--- config.mk ---
export PLATFORM = sky130hd
export DESIGN_NAME = bpu_ram_ctrl
export DESIGN_NICKNAME = d
export VERILOG_FILES = /design/src/rtl/bpu_ram_ctrl.sv
export SDC_FILE = /design/constraint.sdc
export NUM_CORES = 1
export LEC_CHECK = 0
export ABC_AREA = 1
export CAP_MARGIN = 30
export CELL_PAD_IN_SITES_DETAIL_PLACEMENT = 1
export CELL_PAD_IN_SITES_GLOBAL_PLACEMENT = 2
export CORE_AREA = 2 2 226 139
export DETAILED_ROUTE_END_ITERATION = 10
export DIE_AREA = 0 0 228 141
export PLACE_DENSITY = 0.95
export SLEW_MARGIN = 15
export SYNTH_ARGS = -nofsm -noshare
export SYNTH_HDL_FRONTEND = slang
export SYNTH_SLANG_ARGS = --single-unit
--- constraint.sdc ---
create_clock -name clk -period 10.2 [get_ports clk]
set_clock_uncertainty 0.15 [all_clocks]
set_input_delay 2.04 -clock clk [delete_from_list [all_inputs] [get_ports clk]]
set_output_delay 2.04 -clock clk [all_outputs]
set_load 0.01 [all_outputs]
--- src/rtl/bpu_ram_ctrl.sv ---
// bpu_ram_ctrl
// Arbitrates lookup reads and update writes onto one single-port RAM with a
// 1-cycle read latency. Writes go through a one-entry buffer. Reads have
// priority over the buffered write until the write has lost STARVE
// arbitrations in a row; then reads are held off for one cycle so the write
// can issue. A read that hits the still-buffered address returns the
// buffered data (forwarding).
//
// Optional feature macro: BPU_RAM_INIT_EN
//   defined   : after reset the block sweeps addresses 0..DEPTH-1, writing
//               zeros. Reads and writes are refused until the sweep ends.
//   undefined : reset goes straight to RUN and no clearing writes happen.
//
// Ports
//   clk, rst            clock and asynchronous active-high reset
//   rd_req/rd_addr      lookup read request; rd_ready is the accept
//   rd_valid/rd_data    read response, exactly one cycle after accept
//   wr_req/wr_addr/...  update write request; wr_ready is the accept
//   ram_*               single-port RAM interface (read data 1 cycle later)
//   init_done           high while the block is operational
//   dbg_state           current FSM state (1 = RUN), for observation only
//
// Handshake: a request transfers in a cycle where req and ready are both
// high. ready never depends on req of the same channel. A requester may
// drop or change an unaccepted request freely.
module bpu_ram_ctrl #(
  parameter int DATA   = 72,
  parameter int ADDR   = 9,
  parameter int DEPTH  = 2**ADDR,
  parameter int STARVE = 4
) (
  input  logic            clk,
  input  logic            rst,
  input  logic            rd_req,
  input  logic [ADDR-1:0] rd_addr,
  output logic            rd_ready,
  output logic            rd_valid,
  output logic [DATA-1:0] rd_data,
  input  logic            wr_req,
  input  logic [ADDR-1:0] wr_addr,
  input  logic [DATA-1:0] wr_data,
  output logic            wr_ready,
  output logic [ADDR-1:0] ram_addr,
  output logic            ram_chip_en,
  output logic            ram_write_en,
  output logic [DATA-1:0] ram_write_data,
  input  logic [DATA-1:0] ram_read_data,
  output logic            init_done,
  output logic            dbg_state
);

  localparam int SW = (STARVE < 1) ? 1 : $clog2(STARVE + 1);

  typedef enum logic {INIT = 1'b0, RUN = 1'b1} state_t;

`ifdef BPU_RAM_INIT_EN
  localparam state_t RST_STATE = INIT;
`else
  localparam state_t RST_STATE = RUN;
`endif

  state_t          state_q, state_d;
  logic [ADDR-1:0] sweep_q, sweep_d;
  logic            buf_v_q, buf_v_d;
  logic [ADDR-1:0] buf_addr_q, buf_addr_d;
  logic [DATA-1:0] buf_data_q, buf_data_d;
  logic [SW-1:0]   starve_q, starve_d;
  logic            rd_valid_q, rd_valid_d;
  logic            fwd_q, fwd_d;
  logic [DATA-1:0] fwd_data_q, fwd_data_d;

  logic live, run, force_wr, rd_fire, wr_fire;

  // The RAM-side outputs are combinational so a read accepted this cycle
  // reaches the RAM this cycle and returns data next cycle. They are gated
  // by rst so the RAM sees no access while reset is held.
  assign live      = ~rst;
  assign run       = (state_q == RUN) & live;
  assign force_wr  = (starve_q == SW'(STARVE));
  assign rd_ready  = run & ~force_wr;
  assign wr_ready  = run & ~buf_v_q;
  assign rd_fire   = rd_req & rd_ready;
  assign wr_fire   = wr_req & wr_ready;
  assign init_done = run;
  assign dbg_state = (state_q == RUN);
  assign rd_valid  = rd_valid_q;

  // ram_read_data only reaches rd_data; forwarded data wins on an address hit.
  assign rd_data = rd_valid_q ? (fwd_q ? fwd_data_q : ram_read_data) : '0;

  always_comb begin
    state_d        = state_q;
    sweep_d        = sweep_q;
    buf_v_d        = buf_v_q;
    buf_addr_d     = buf_addr_q;
    buf_data_d     = buf_data_q;
    starve_d       = starve_q;
    rd_valid_d     = rd_fire;
    fwd_d          = rd_fire & buf_v_q & (buf_addr_q == rd_addr);
    fwd_data_d     = buf_data_q;
    ram_chip_en    = 1'b0;
    ram_write_en   = 1'b0;
    ram_addr       = '0;
    ram_write_data = '0;
    if (live) begin
      if (state_q == INIT) begin
        ram_chip_en  = 1'b1;
        ram_write_en = 1'b1;
        ram_addr     = sweep_q;
        if (sweep_q == ADDR'(DEPTH - 1)) state_d = RUN;
        else                             sweep_d = sweep_q + 1'b1;
      end else if (rd_fire) begin
        ram_chip_en = 1'b1;
        ram_addr    = rd_addr;
        // Cannot pass STARVE: at STARVE rd_ready is low and the write issues.
        if (buf_v_q) starve_d = starve_q + 1'b1;
      end else if (buf_v_q) begin
        ram_chip_en    = 1'b1;
        ram_write_en   = 1'b1;
        ram_addr       = buf_addr_q;
        ram_write_data = buf_data_q;
        buf_v_d        = 1'b0;
        starve_d       = '0;
      end
      // Only possible with an empty buffer, so a new write never issues in
      // the cycle it is accepted.
      if (wr_fire) begin
        buf_v_d    = 1'b1;
        buf_addr_d = wr_addr;
        buf_data_d = wr_data;
      end
    end
  end

  always_ff @(posedge clk or posedge rst) begin
    if (rst) begin
      state_q    <= RST_STATE;
      sweep_q    <= '0;
      buf_v_q    <= 1'b0;
      buf_addr_q <= '0;
      buf_data_q <= '0;
      starve_q   <= '0;
      rd_valid_q <= 1'b0;
      fwd_q      <= 1'b0;
      fwd_data_q <= '0;
    end else begin
      state_q    <= state_d;
      sweep_q    <= sweep_d;
      buf_v_q    <= buf_v_d;
      buf_addr_q <= buf_addr_d;
      buf_data_q <= buf_data_d;
      starve_q   <= starve_d;
      rd_valid_q <= rd_valid_d;
      fwd_q      <= fwd_d;
      fwd_data_q <= fwd_data_d;
    end
  end

endmodule

==> results of run 1 <==
-- synth_stat cells (all sizes together) --
master	n
nor2	309
dfrtp	168
inv	109
a21oi	86
o21ai	81
nand2	48
nand3	40
clkbuf	30
buf	22
xor2	7
ha	4
nand4	2
or2	2
xnor2	2
dfstp	1
nor3	1
nor4	1
-- where the power goes --
group	total (mW)	switching, mW	leakage (nW)	internal (mW)
Clock	0.634	0.288	0.280	0.346
Combinational	0.542	0.286	3.26	0.256
Sequential	0.991	0.103	1.84	0.887
Total	2.17	0.677	5.38	1.49
-- layer usage --
layer | global-route usage, % | part of all wire (%) | up-vias | wire [um]
met5 | 0 | 0 | - | 0
met4 | 3.82 | 0.85 | 0 | 240
met3 | 4.19 | 4.8 | 15 | 1350
met2 | 27.2 | 45 | 211 | 12600
met1 | 24.9 | 50 | 3545 | 13900
li1 | - | - | 3429 | -
-- stage by stage --
stage | hold slack (ns) | instances | total power [mW] | instance area [um^2] | util, %
2_1_floorplan | 0.204 | 913 | 1.23 | 7440 | -
3_3_place_gp | 0.205 | 1609 | 1.52 | 11100 | 36.4
3_5_place_dp | 0.212 | 1609 | 1.55 | 11100 | 36.4
4_1_cts | 0.225 | 1641 | 2.19 | 11600 | 38.2
5_1_grt | 0.227 | 1643 | 2.30 | 11700 | 38.4
6_report | 0.221 | 1643 | 2.17 | 11700 | 38.4
-- final timing paths --
| kind | cells past startpoint | endpoint | slack (ns) | start |
|---|---|---|---|---|
| max | 8 | ram_write_data[42] | 2.67 | rst |
| min | 0 | fwd_data_q[15] | 0.22 | buf_data_q[15] |
| max reg2reg | 7 | buf_v_q | 7.13 | dbg_state |
| min reg2reg | 0 | fwd_data_q[15] | 0.22 | buf_data_q[15] |
| max in group asynchronous | 4 | buf_data_q[29] | 6.81 | rst |
| min in group asynchronous | 2 | buf_addr_q[2] | 2.17 | rst |
-- logic make-up (layout without fill, tap and decap cells) --
group	count (synthesis)	in the layout	share of synthesized area (%)
buf+inv	161	475	8.59
simple gates	403	403	21.6
compound gates	167	167	11.2
flops	169	169	56.8
fa+ha+maj	4	4	0.672
xor+xnor	9	9	1.06
-- cells in the final DEF (no fill, tap or decap), drive strengths merged --
master and count:
xor2 7, clkbuf 19, clkdlybuf4s50 325, ha 4, bufinv 1, o21ai 81, buf 9, nand2 48
or2 2, dfrtp 168, nor2 309, a21oi 86, nand4 2, nand3 40, clkinvlp 1, nor4 1
nor3 1, inv 115, clkinv 5, xnor2 2, dfstp 1
-- registers in the layout (all words and copies together) (netlist names) --
| name | count |
|---|---|
| buf_addr_q | 9 |
| buf_data_q | 72 |
| buf_v_q | 1 |
| dbg_state | 1 |
| fwd_data_q | 72 |
| fwd_q | 1 |
| rd_valid | 1 |
| starve_q | 3 |
| sweep_q | 9 |
-- layout make-up --
type,count,area (um^2),share of cell area (%)
Multi-Input combinational cell,583,2590,22.2
Sequential cell,169,4230,36.3
Clock inverter,13,118,1.01
Tap cell,416,520,4.46
Timing Repair Buffer,334,3360,28.8
Clock buffer,19,443,3.79
Inverter,109,414,3.55
==> metrics.csv, run 1 <==
metric,value,unit
initial DRC count,348,
Final nets,1384,
Pleak,5.38,nW
fillcell total,3607,
post-synthesis cell type count,23,
setup ws final,2.67,ns
Worst Path Buf+Inv,4,
antenna violations before repair,0,
final antenna-violating net count,0,
clock tree sinks,169,
routability cong.,0.869,
worst-path fanout max,38,
Synth Net Count,1083,
Avg Inst Size Synth,8.15,um^2
ratio of final minimum period to clock period,73.9,%
Final setup viols,0,
final hold viol count,0,
H-tree level count,4,
diodes inserted,0,
startpoint class of the critical path,input pin,
Core Box Area,30400,um^2
MaxCap Viol Count,0,
die width,228,um
first-pass GRT wire length,43600,um
Clock Latency Late Sink,0.43,ns
Die Footprint,32100,um^2
root buf cell,clkbuf_16,
# IOs,326,
Synth Cell Area,7440,um^2
Worst-Margin Slew,0.863,ns
Max-slew headroom,42.5,%
dominant cell type by area after synthesis,dfrtp_1,
WS Path Type,input pin to output pin,
DRT Pass-1 Iters,4,
final setup TNS,0,ns
Port Buf Inserts,325,
total CTS buffers,17,
Peak Freq,0.133,GHz
vias per inst,4.38,
register area share after synthesis,56.8,%
final WL,28100,um
CP required,8.01,ns
drc violations,0,
crit-path cells,"clkdlybuf4s50_1, inv_6, nand2_2, nor2_2, nand2_2, buf_4, nor2_1, clkdlybuf4s50_1",
Syn Inst Count,913,
Synth-to-Final Area Change,56.9,%
starting density of the core,24.5,%
"Setup Fix Bufs, Post-CTS",0,
GRT Total Usage,17.5,%
CTS Buffer Depth,2,
"CP delay by family, top",buffers and inverters,
Yosys top cell area share,56.5,%
largest net degree at the start of global routing,84,
crit path capture type,output pin,
drt wl/cell,17.1,um
CTS resizes,0,
Synth Register Bits,169,
Max VDD drop,0.0939,mV
Power Dens Cells,186,nW/um^2
number of global-route vias before repair,7527,
Tmin final,7.53,ns
final max-slew violation count,0,
Ys Warns,0,
via count,7200,
Hold WC Path Type,flop to flop,
Clock Pin Slew Worst Setup and Hold Paths,0.07,ns
RSZ-0062 raised after global routing,false,
CTS Hold Bufs,0,
grt ovf,0,
Worst path slowest cell,clkdlybuf4s50_1,
Worst Path Arrival,5.34,ns
post-DP HPWL,20600,um
CTS tree,built,
chip height,141,um
"slowest stage delay, CP",0.70,ns
status,"complete, no violations",
row cnt,50,
setup slack at placement,2.56,ns
share of cells above drive strength 1,4.56,%
Synth area leaders,"dfrtp_1 (56%), nor2_1 (15%), a21oi_1 (5.8%)",
Power figures use the tool's default switching activity.
==> run 2: changes to the inputs <==
CORE_AREA = 2 2 236 145   (was 2 2 226 139)
DIE_AREA = 0 0 238 147   (was 0 0 228 141)
PLACE_DENSITY = 0.88   (was 0.95)
clock period = 7.1 ns   (was 10.2 ns; I/O delays follow)
==> metrics.csv, run 2 (synthesis results as in run 1) <==
metric,value,unit,change
crit path capture type,output pin,,
"commonest non-fill, non-tap cell in the layout",clkdlybuf4s50_1,,
Worst Path Buf+Inv,4,,unchanged
Tmin final,6.03,ns,
share of cells above drive strength 1,4.49,%,-0.078 points
switching share of power,31.2,%,-0.061 points
Tot Pwr,3.09,mW,+43%
first-pass GRT wire length,43900,um,+0.82%
antenna violations before repair,1,,+1
Port Buf Inserts,325,,unchanged
Final nets,1383,,-0.072%
initial DRC count,322,,-7.5%
CTS Buffer Depth,2,,unchanged
crit-path cells,"clkdlybuf4s50_1, inv_6, nand2_2, nor2_2, nand2_4, buf_12, nor2_1, clkdlybuf4s50_1",,
final setup TNS,0,ns,unchanged
DRT Pass-1 Iters,4,,unchanged
drt wl/cell,16.8,um,-1.7%
starting density of the core,22.5,%,-2.0 points
clock power share,28.9,%,-0.4 points
Max-slew headroom,43.1,%,+0.62 points
die width,238,um,+4.4%
# IOs,326,,unchanged
cell area after layout,11700,um^2,+0.26%
"Setup Fix Bufs, Post-CTS",0,,unchanged
root buf cell,clkbuf_16,,
RSZ-0062 raised after global routing,false,,
clock tree sinks,169,,unchanged
startpoint class of the critical path,input pin,,
biggest regs,"buf_data_q x72, fwd_data_q x72",,
Die Footprint,35000,um^2,+8.8%
Final setup viols,0,,unchanged
"slowest stage delay, CP",0.73,ns,+0.03 ns
"CP delay by family, top",buffers and inverters,,
number of global-route vias before repair,7635,,+1.4%
Int Power,2.12,mW,+43%
final antenna-violating net count,0,,unchanged
cell repeated most along the worst path,clkdlybuf4s50_1,,
Worst-Margin Slew,0.853,ns,-0.00924 ns
Synth-to-Final Area Change,57.3,%,
Finished Layout Cells,1659,,+0.97%
final hold viol count,0,,unchanged
largest net degree at the start of global routing,159,,+89%
routability cong.,0.794,,-8.7%
Comb pwr share,25.0,%,about the same
Clock Pin Slew Worst Setup and Hold Paths,0.07,ns,about the same
final max-slew violation count,0,,unchanged
ratio of final minimum period to clock period,84.9,%,
"commonest cells after routing, fill and taps aside","clkdlybuf4s50_1 (325), nor2_1 (305), dfrtp_1 (166), inv_1 (106), a21oi_1 (86)",,
Power Dens Cells,264,nW/um^2,+42%
Clock Latency Late Sink,0.44,ns,about the same
Worst Path Arrival,4.46,ns,-0.88 ns
Seq pwr share,46.0,%,+0.3 points
Peak Freq,0.166,GHz,
placed inst area,11100,um^2,about the same
status,"complete, no violations",,
drc violations,0,,unchanged
row cnt,52,,+4.0%
CTS Hold Bufs,0,,unchanged
total CTS buffers,17,,unchanged
chip height,147,um,+4.3%
post-placement cell count,1623,,+0.87%
H-tree level count,4,,unchanged
Hold WC Path Type,flop to flop,,
Worst path slowest cell,clkdlybuf4s50_1,,
post-DP HPWL,20300,um,-1.8%
GRT Total Usage,16.4,%,-1.2 points
final WL,27900,um,-0.78%
via count,7152,,-0.67%
vias per inst,4.31,,-1.6%
Psw,0.964,mW,+42%
Pleak,5.37,nW,-0.20%
Core Box Area,33100,um^2,+8.7%
WS Path Type,input pin to output pin,,
worst-path fanout max,40,,+5.3%
MaxCap Viol Count,0,,unchanged
CTS resizes,0,,unchanged
grt ovf,0,,unchanged
Max VDD drop,0.164,mV,+75%
CTS tree,built,,
CP required,5.53,ns,-2.48 ns
==> run 2: changes by cell type in the layout (fill, tap and decap cells not counted), sizes merged <==
cell / previous run / this run
clkinv: 5 / 2
bufinv: 1 / 0
clkbuf: 19 / 21
diode: 0 / 1
inv: 115 / 114
clkinvlp: 1 / 4
buf: 9 / 8
==> run 2: per-layer routing <==
| layer | vias up | track usage, % | share of wire (%) |
|---|---|---|---|
| li1 | 3432 | - | - |
| met1 | 3511 | 23.4 | 50 |
| met2 | 189 | 24.7 | 44 |
| met3 | 20 | 4.32 | 5.4 |
| met4 | 0 | 3.75 | 0.90 |
| met5 | - | 0 | 0 |
==> run 2: worst paths after layout <==
check	end	from	slack (ns)	cells past startpoint
max in group asynchronous	buf_data_q[38]	rst	3.98	3
hold / removal	fwd_data_q[2]	buf_data_q[2]	0.22	0
setup / recovery	ram_write_data[68]	rst	1.07	8
min in group asynchronous	buf_addr_q[2]	rst	1.61	2
hold reg to reg	fwd_data_q[2]	buf_data_q[2]	0.22	0
setup reg to reg	buf_v_q	dbg_state	4.51	7
==> run 2: power by group through the flow <==
| stage | clock, mW | combinational [mW] | sequential [mW] |
|---|---|---|---|
| 2_1_floorplan | 0 | 0.389 | 1.38 |
| 3_3_place_gp | 0 | 0.760 | 1.43 |
| 3_5_place_dp | 0 | 0.773 | 1.45 |
| 4_1_cts | 0.931 | 0.778 | 1.43 |
| 5_1_grt | 0.966 | 0.866 | 1.47 |
| 6_report | 0.894 | 0.773 | 1.42 |
==> run 2: layout make-up <==
type	count	area, um^2
fillers	3902	21300
repair buffers	333	3370
clock buffers	21	470
diodes	1	2.50
inverters	109	414
multi-input cells	583	2590
clock inverters	11	87.6
well taps	432	541
flip-flops and latches	169	4230
==> run 2: through the flow <==
| step | setup WS, ns | hold slack [ns] | util, % |
|---|---|---|---|
| 2_1_floorplan | 1.12 | 0.204 | - |
| 3_3_place_gp | 1.03 | 0.206 | 33.5 |
| 3_5_place_dp | 0.919 | 0.210 | 33.5 |
| 4_1_cts | 0.867 | 0.226 | 35.2 |
| 5_1_grt | 0.822 | 0.224 | 35.4 |
| 6_report | 1.07 | 0.220 | 35.4 |
==> run 3: changes to the inputs <==
clock period = 5.9 ns   (was 7.1 ns; I/O delays follow)
==> metrics.csv, run 3 (synthesis results as in run 1) <==
metric,value,unit,change
root buf cell,clkbuf_16,,
number of global-route vias before repair,7601,,-0.45%
drc violations,0,,unchanged
Clock Pin Slew Worst Setup and Hold Paths,0.07,ns,about the same
placed inst area,11100,um^2,+0.57%
final WL,28300,um,+1.5%
CTS Buffer Depth,2,,unchanged
WS Path Type,input pin to output pin,,
Peak Freq,0.193,GHz,
"slowest stage delay, CP",0.73,ns,about the same
cell repeated most along the worst path,clkdlybuf4s50_1,,
Max VDD drop,0.176,mV,+7.6%
vias per inst,4.27,,-1.0%
clock tree sinks,169,,unchanged
Worst Path Buf+Inv,3,,-1
first-pass GRT wire length,44200,um,+0.64%
Worst Path Arrival,3.84,ns,-0.62 ns
CP required,4.57,ns,-0.96 ns
crit path capture type,output pin,,
"commonest cells after routing, fill and taps aside","clkdlybuf4s50_1 (325), nor2_1 (305), dfrtp_1 (166), inv_1 (106), a21oi_1 (86)",,
Power Dens Cells,325,nW/um^2,+23%
Worst-Margin Slew,0.827,ns,-0.0266 ns
Finished Layout Cells,1660,,+0.060%
ratio of final minimum period to clock period,87.7,%,
final antenna-violating net count,0,,unchanged
starting density of the core,22.5,%,unchanged
setup ws final,0.728,ns,-0.346 ns
final hold viol count,0,,unchanged
cell area after layout,11700,um^2,+0.24%
Tmin final,5.17,ns,
Min Hold Slack,0.219,ns,-0.000430 ns
Clock Latency Late Sink,0.44,ns,about the same
post-placement cell count,1628,,+0.31%
initial DRC count,334,,+3.7%
drt wl/cell,17.1,um,+1.4%
routability cong.,0.779,,-1.8%
chip height,147,um,unchanged
setup slack at placement,0.745,ns,-0.175 ns
die width,238,um,unchanged
multi-input gate area in the final layout,2590,um^2,unchanged
status,"complete, no violations",,
H-tree level count,4,,unchanged
final core area utilization,35.5,%,+0.083 points
total CTS buffers,17,,unchanged
post-DP HPWL,21000,um,+3.4%
Pleak,5.39,nW,+0.44%
crit-path cells,"clkdlybuf4s50_1, nor2_4, nand3_2, nand2_4, buf_12, nor2_1, clkdlybuf4s50_1",,
CTS resizes,0,,unchanged
Port Buf Inserts,325,,unchanged
RSZ-0062 raised after global routing,false,,
Core Box Area,33100,um^2,unchanged
"Setup Fix Bufs, Post-CTS",0,,unchanged
Max-slew headroom,44.9,%,+1.8 points
startpoint class of the critical path,input pin,,
Final nets,1385,,+0.14%
MaxCap Viol Count,0,,unchanged
"CP delay by family, top",buffers and inverters,,
worst-path fanout max,41,,+2.5%
Worst path slowest cell,clkdlybuf4s50_1,,
fillcell total,3924,,+0.56%
"commonest non-fill, non-tap cell in the layout",clkdlybuf4s50_1,,
GRT Total Usage,16.5,%,+0.14 points
Reg area,4230,um^2,unchanged
via count,7082,,-0.98%
share of cells above drive strength 1,4.56,%,+0.074 points
row cnt,52,,unchanged
CTS Hold Bufs,0,,unchanged
Synth-to-Final Area Change,57.6,%,
diodes inserted,0,,-1
Die Footprint,35000,um^2,unchanged
final max-slew violation count,0,,unchanged
DRT Pass-1 Iters,4,,unchanged
final setup TNS,0,ns,unchanged
CTS tree,built,,
# IOs,326,,unchanged
Tot Pwr,3.81,mW,+23%
grt ovf,0,,unchanged
biggest regs,"buf_data_q x72, fwd_data_q x72",,
Hold WC Path Type,flop to flop,,
largest net degree at the start of global routing,107,,-33%
antenna violations before repair,0,,-1
Final setup viols,0,,unchanged
-- run 3: cell type report --
type                       instances  area share, %
sequential                       169           36.1
timing repair buffer             335           28.6
multi-input combinational        583           22.1
tap                              432           4.61
clock buffer                      19           3.69
inverter                         109           3.53
clock inverter                    13           1.43
-- run 3: path summary, 6_finish.rpt --
| kind | from | depth (start not counted) | slack (ns) | to |
|---|---|---|---|---|
| worst max register to register | dbg_state | 6 | 3.30 | buf_data_q[51] |
| min in group asynchronous | rst | 3 | 1.59 | starve_q[1] |
| worst min-delay path | buf_data_q[5] | 0 | 0.22 | fwd_data_q[5] |
| worst max-delay path | rst | 7 | 0.73 | ram_write_data[22] |
| max in group asynchronous | rst | 4 | 2.69 | buf_data_q[39] |
| worst min register to register | buf_data_q[5] | 0 | 0.22 | fwd_data_q[5] |
-- run 3: report_power, final --
| group | internal [mW] | switching, mW |
|---|---|---|
| logic | 0.441 | 0.492 |
| clock network | 0.671 | 0.496 |
| registers | 1.53 | 0.176 |
-- run 3: worst reg2reg max path: stages (launching register included) --
cell and delay, ns:
dfstp_2 0.73, nand2_2 0.15, nor2_4 0.25, nand2_8 0.41, buf_4 0.50, nor2_1 0.19
a21oi_1 0.06
-- run 3: layer usage --
metal	wire [um]	vias to the layer above	global-route usage, %
met3	1510	24	4.40
li1	-	3426	-
met4	350	0	4.19
met2	12300	181	24.9
met1	14200	3451	23.4
met5	0	-	0
